<file path="config.mk">
export PLATFORM = sky130hd
export DESIGN_NAME = regfl_reader
export DESIGN_NICKNAME = d
export VERILOG_FILES = /design/src/rtl/regfl_reader.sv
export SDC_FILE = /design/constraint.sdc
export NUM_CORES = 1
export LEC_CHECK = 0
export CORE_AREA = 3 3 238 240
export DETAILED_ROUTE_END_ITERATION = 6
export DIE_AREA = 0 0 241 243
export MAX_ROUTING_LAYER = met4
export SLEW_MARGIN = 5
export SYNTH_ARGS = -nofsm -noshare
export SYNTH_HDL_FRONTEND = slang
export SYNTH_SLANG_ARGS = --single-unit
</file>
<file path="constraint.sdc">
create_clock -name clk -period 1.9 [get_ports clk]
set_input_delay 0.285 -clock clk [delete_from_list [all_inputs] [get_ports clk]]
set_output_delay 0.285 -clock clk [all_outputs]
set_load 0.005 [all_outputs]
</file>
<file path="src/rtl/regfl_reader.sv">
// Burst read engine for the 8x64 register file: accepts (addr, len) requests and
// streams one register per beat over a valid/ready output, wrapping modulo N.
module regfl_reader #(
  parameter int W  = 64,
  parameter int N  = 8,
  parameter int AW = 3
) (
  input  logic             clk,
  input  logic             rst_n,
  input  logic [N*W-1:0]   q,
  input  logic             req_valid,
  output logic             req_ready,
  input  logic [AW-1:0]    req_addr,
  input  logic [AW-1:0]    req_len,
  output logic             rd_valid,
  input  logic             rd_ready,
  output logic [W-1:0]     rd_data,
  output logic [AW-1:0]    rd_addr,
  output logic             rd_last,
  output logic [15:0]      beat_cnt
);

  // state | meaning
  // IDLE  | waiting for a request, req_ready high
  // BURST | streaming beats, requests ignored
  localparam logic [0:0] ST_IDLE  = 1'b0;
  localparam logic [0:0] ST_BURST = 1'b1;

  logic [0:0]    state_q, state_d;
  logic          req_ready_q, req_ready_d;
  logic          rd_valid_q, rd_valid_d;
  logic [W-1:0]  rd_data_q, rd_data_d;
  logic [AW-1:0] rd_addr_q, rd_addr_d;
  logic          rd_last_q, rd_last_d;
  logic [AW-1:0] rem_q, rem_d;
  logic [15:0]   beat_cnt_q, beat_cnt_d;

  logic          accept;
  logic          fire;
  logic [AW-1:0] nxt_addr;

  assign accept   = (state_q == ST_IDLE) && req_valid && req_ready_q;
  assign fire     = (state_q == ST_BURST) && rd_valid_q && rd_ready;
  assign nxt_addr = rd_addr_q + 1'b1;

  always_comb begin
    state_d     = state_q;
    req_ready_d = req_ready_q;
    rd_valid_d  = rd_valid_q;
    rd_data_d   = rd_data_q;
    rd_addr_d   = rd_addr_q;
    rd_last_d   = rd_last_q;
    rem_d       = rem_q;
    beat_cnt_d  = beat_cnt_q;

    if (accept) begin
      state_d     = ST_BURST;
      req_ready_d = 1'b0;
      rem_d       = req_len;
      rd_addr_d   = req_addr;
      rd_data_d   = q[req_addr*W +: W];
      rd_valid_d  = 1'b1;
      rd_last_d   = (req_len == '0);
    end

    if (fire) begin
      if (beat_cnt_q != 16'hFFFF)
        beat_cnt_d = beat_cnt_q + 16'd1;
      if (rd_last_q) begin
        state_d     = ST_IDLE;
        req_ready_d = 1'b1;
        rd_valid_d  = 1'b0;
        rd_last_d   = 1'b0;
      end else begin
        // rd_addr doubles as the current index; data is captured at launch
        rd_addr_d = nxt_addr;
        rem_d     = rem_q - 1'b1;
        rd_data_d = q[nxt_addr*W +: W];
        rd_last_d = (rem_q == {{(AW-1){1'b0}}, 1'b1});
      end
    end
  end

  always_ff @(posedge clk) begin
    if (!rst_n) begin
      state_q     <= ST_IDLE;
      req_ready_q <= 1'b1;
      rd_valid_q  <= 1'b0;
      rd_data_q   <= '0;
      rd_addr_q   <= '0;
      rd_last_q   <= 1'b0;
      rem_q       <= '0;
      beat_cnt_q  <= '0;
    end else begin
      state_q     <= state_d;
      req_ready_q <= req_ready_d;
      rd_valid_q  <= rd_valid_d;
      rd_data_q   <= rd_data_d;
      rd_addr_q   <= rd_addr_d;
      rd_last_q   <= rd_last_d;
      rem_q       <= rem_d;
      beat_cnt_q  <= beat_cnt_d;
    end
  end

  assign req_ready = req_ready_q;
  assign rd_valid  = rd_valid_q;
  assign rd_data   = rd_data_q;
  assign rd_addr   = rd_addr_q;
  assign rd_last   = rd_last_q;
  assign beat_cnt  = beat_cnt_q;

endmodule

</file>
After elaboration in Yosys (flattened, before gate mapping)
Index checks and enable logic that the tools add are counted.
W data, S select, Z words.
{"block": "totals", "elab_cells": 44, "regBits": 90, "in_bits": 522, "output_inout_bits": 86}
{"block": "classes", "n_bitwise": 1, "n_mux": 21, "shifts": 2, "n_eq_ne": 2, "add_sub_neg": 3, "n_reduce_logical": 7}
{"cell": "$shiftx A512 B10 Y64", "count": 2}
{"cell": "$mux W64", "count": 3}
{"cell": "$mux W3", "count": 6}
{"cell": "$add A16 B1 Y16 const B", "count": 1}
{"cell": "$ne A16 B16 Y1 const B", "count": 1}
{"cell": "$mux W1", "count": 12}
{"cell": "$logic_and A1 B1 Y1", "count": 4}
{"cell": "$add A3 B1 Y3 const B", "count": 1}
{"cell": "$eq A3 B1 Y1 const B", "count": 1}
{"cell": "$logic_not A3 Y1", "count": 1}
{"cell": "$sub A3 B1 Y3 const B", "count": 1}
{"cell": "$reduce_and A2 Y1", "count": 1}
{"cell": "$reduce_bool A2 Y1", "count": 1}
{"cell": "$not A1 Y1", "count": 1}

Logic depth before layout (Yosys ltp)
{"block": "depth", "word_depth": 6, "mapped_depth": 7, "depth_no_buf": 5}

Least setup slack after synthesis
Ideal clock, no wire load.
{"block": "synth_timing", "path_kind": "reg2reg", "start": "reg rd_addr_q[0] (netlist: rd_addr[0])", "end": "reg rd_data_q[63] (netlist: rd_data[63])", "path_slack_ns": -0.166, "t_required_ns": 1.759, "synth_period_minus_slack_ns": 2.066, "arrival_ns": 1.925, "path_buffers": 2, "path_stages_with_launch": 7, "setup_ns": 0.141, "path_cell_list": "dfxtp_1 ha_1 buf_2 buf_2 mux4_2 mux2i_1 o221ai_1"}
{"block": "synth_via", "elab_chain_len": 4}
{"item": "start, declared", "line": "33", "source": "logic [AW-1:0] rd_addr_q, rd_addr_d;"}
{"item": "start signal, assigned", "line": "99", "source": "rd_addr_q <= rd_addr_d;"}
{"item": "$add A3 B1 Y3", "line": "44", "source": "assign nxt_addr = rd_addr_q + 1'b1;"}
{"item": "$shiftx A512 B10 Y64", "line": "78", "source": "rd_data_d = q[nxt_addr*W +: W];"}
{"item": "$mux W64", "line": "69", "source": "if (rd_last_q) begin"}
{"item": "$mux W64", "line": "66", "source": "if (fire) begin"}
{"item": "end signal, assigned", "line": "98", "source": "rd_data_q <= rd_data_d;"}
{"item": "end, declared", "line": "32", "source": "logic [W-1:0] rd_data_q, rd_data_d;"}
Every way passes these cells.
A chain may end at the register's enable or synchronous reset.

Worst setup path in the final report
{"block": "layout_timing", "start": "reg rd_addr_q[0] (netlist: rd_addr[0])", "end": "reg rd_data_q[47] (netlist: rd_data[47])"}
The elaborated chain is that of the path after synthesis.

==> key figures <==
Clock network
  • Num CTS Buffers: 9
  • CTS max path bufs: 2
  • CTS tree: done
  • Clock sinks: 90
  • # hold bufs at CTS: 0
  • H-Tree Depth: 3
  • Root buf cell: clkbuf_16
  • Clk_lat worst skew: 380 ps
  • Clock transition at path regs: 80 ps

Synth
  • Most used standard cell by instance count after synthesis: mux4_2
  • Mux cell area share after synthesis: 62.11%
  • Post-synthesis xor/xnor area fraction: 0.2307%
  • Most instantiated cells after synthesis: mux4_2, mux2i_1, dfxtp_1
  • Synth Area per Inst: 12.87 um2
  • Compound-cell area share of the yosys netlist: 9.654%
  • Post-synthesis sequential area ratio: 16.61%
  • Post-synth cell types: 45
  • Area leader, netlist: mux4_2
  • Syn Nets: 1369
  • Cells after Synth: 843
  • Post-Synth Adder-Cell Area: 0.4614%
  • Share of the synthesized area in the top cell type: 53.15%
  • Yosys reg bits: 90
  • Post-synth ARST share: 0%
  • Largest family of logic cells by synthesized area: multiplexers
  • Dominant cells by area after synthesis: mux4_2, dfxtp_1, mux2i_1, a221oi_1, nand2_1
  • Syn Std Cell Area: 10850 um2
  • Synth warn: 0
  • Main flop type after synthesis: dfxtp_1
  • Post-synth EDFFs: 0
  • Post-synthesis simple-gate area fraction: 6.505%

Placed design
  • Placed cell area: 18400 um2
  • Quantity of I/O buffers inserted on ports: 607
  • Routability cong.: 0.9195
  • HPWL after DPL: 44640 um
  • Post-place setup slack: -73.57 ps

STA
  • Fin. Hold Viols: 0
  • Final Setup Violations: 31
  • PnR worst setup slack: -73.76 ps
  • Slew @ Worst Pin: 617.2 ps
  • F_max: 506.6 MHz
  • Unrepaired setup endpoints after global routing: true
  • Crit share post-route: 103.9%
  • Setup TNS: -921.7 ps
  • Slew margin rel.: 58.54%
  • Max-slew violations: 0
  • Tmin final: 1974 ps
  • Max Clock Skew: 8.175 ps

Cells and area
  • Total Nets Final: 1982
  • Share of cells above drive strength 1: 29.84%
  • Design Area, Final: 19310 um2
  • Area grow syn2layout: 78.00%

Drt
  • DRC: 0
  • Routed Antenna Nets: 0
  • Drt first pass iters: 5
  • Post-detailed-route wirelength per cell: 26.41 um
  • Via-per-instance ratio: 5.441
  • Routed via count: 11790
  • Final wirelength: 57210 um
  • Drt initial violations: 631

Setup path
  • CP max FO: 10
  • Crit path capture type: register
  • R2R cell count: 7
  • Worst setup path class: register to register
  • CP most frequent cell: buf_12
  • CP Depth: 7
  • CP top delay family: multiplexers
  • CP required: 2150 ps
  • Worst-path cell chain: ha_4 -> buf_12 -> buf_12 -> clkbuf_16 -> mux4_2 -> nand2_1 -> a221oi_1
  • Slowest cell delay on critical path: 510 ps
  • Critical Path Start Type: register
  • Critical path arrival: 2220 ps
  • Critical path buffers and inverters: 3
  • Slowest cell on the critical path: mux4_2

Die
  • Die W: 241 um
  • Die area: 58560 um2
  • Die height: 243 um
  • Core ar.: 54880 um2
  • Effective utilization at floorplan: 19.77%
  • Ports: 608
  • Num rows: 86

Worst hold path
  • Hold crit path type: input port to register
  • Hold Crit Depth: 2

Global route
  • GRT Total Usage: 19.04%
  • Gr ovfl total: 0
  • Vias in the first global route: 12580
  • Largest net degree at the start of global routing: 59
  • Initial antenna violation count: 1
  • First-pass GRT wire length: 81410 um

Power
  • Peak supply drop: 432.6 uV
  • P per Cell Area: 502.0 nW/um2
  • Leakage: 6.521 nW

Flow run
  • Max-Cap Viols: 0

Status
  • Failing checks: negative setup slack
  • Outcome: finished with violations
## metrics by stage
step / util, % / hold slack (ps) / power [mW] / cells
after CTS: 34.31 / 214.3 / 9.537 / 2152
after global routing: 35.19 / 241.4 / 10.20 / 2166
after global placement: 33.52 / 463.8 / 7.259 / 2132
final: 35.19 / 262.0 / 9.694 / 2166
after detailed placement: 33.52 / 491.8 / 7.332 / 2132
after floorplan: - / 439.7 / 4.764 / 843
## path summary, 6_finish.rpt
kind / start / endpoint / slack, ps
hold reg to reg: rem_q[2] / rem_q[2] / 510
hold / removal: rst_n / req_ready / 260
setup / recovery: rd_addr[0] / rd_data[47] / -70
setup reg to reg: rd_addr[0] / rd_data[47] / -70
## cells by family (layout without fill, tap and decap cells)
family,Yosys count,after routing
AO/OA/AOI/OAI,138,138
XOR/XNOR,2,2
adder cells (fa/ha/maj),4,4
buffers and inverters,112,730
flip-flops,90,90
multiplexers,353,353
other,0,1
AND/OR/NAND/NOR,144,144
## power breakdown
part	switching, mW	internal (mW)
registers	0.157	2.11
clock network	1.06	0.947
logic	2.02	3.40
total	3.24	6.46
## what timing repair did
| action | CTS | global route |
|---|---|---|
| hold endpoints to repair | 0 | 0 |
| setup buffers | 3 | 7 |
| gates resized for setup | 14 | 52 |
| gates cloned | 1 | 6 |
| pin swaps | 6 | 11 |
| setup endpoints to repair | 53 | 66 |
## state kept, by name (all words and copies together), names as in the netlist
signal / flops
beat_cnt: 16
req_ready: 1
rem_q: 3
state_q: 1
rd_last: 1
rd_data: 64
rd_valid: 1
rd_addr: 3
## final cells by class
class / count / area (um2)
fillers: 5337 / 35570
multi-input cells: 641 / 8879
repair buffers: 708 / 7410
flip-flops and latches: 90 / 1807
well taps: 704 / 880.8
clock buffers: 9 / 225.2
clock inverters: 7 / 83.83
inverters: 6 / 22.52
diodes: 1 / 2.502
## layout by cell type (no fill, tap or decap), types with 5 or more instances in the layout
master | Yosys | routed
o221ai_1 | 25 | 24
nand4_1 | 27 | 27
nor2_1 | 16 | 16
nor3_1 | 6 | 6
inv_1 | 5 | 5
buf_4 | 2 | 59
buf_12 | 0 | 32
o22ai_1 | 39 | 17
a221oi_2 | 0 | 15
clkbuf_16 | 0 | 14
mux2i_1 | 96 | 94
o22ai_2 | 0 | 22
mux4_2 | 256 | 256
dfxtp_1 | 90 | 88
buf_6 | 0 | 5
nand2_2 | 0 | 9
a21oi_1 | 6 | 6
o21ai_0 | 6 | 6
clkdlybuf4s50_1 | 0 | 602
a211oi_1 | 5 | 5
o31ai_1 | 5 | 5
nand3_1 | 5 | 5
nand2b_1 | 7 | 7
a221oi_1 | 41 | 26
nand2_1 | 66 | 57
## worst register-to-register path: cells and delay by family, from the launching register on
| family | cells | cell delay [ps] |
|---|---|---|
| AO/OA/AOI/OAI | 1 | 80 |
| flip-flops | 1 | 360 |
| adder cells (fa/ha/maj) | 1 | 320 |
| buffers and inverters | 3 | 490 |
| AND/OR/NAND/NOR | 1 | 90 |
| multiplexers | 1 | 510 |
## per-layer routing
layer | GRT usage, % | vias up | part of all wire (%)
li1 | - | 4982 | -
met1 | 22.04 | 6121 | 38
met2 | 33.40 | 617 | 53
met3 | 4.034 | 65 | 7.3
met4 | 4.868 | 0 | 2.0
met5 | - | - | 0
(Power assumes the default switching activity.)
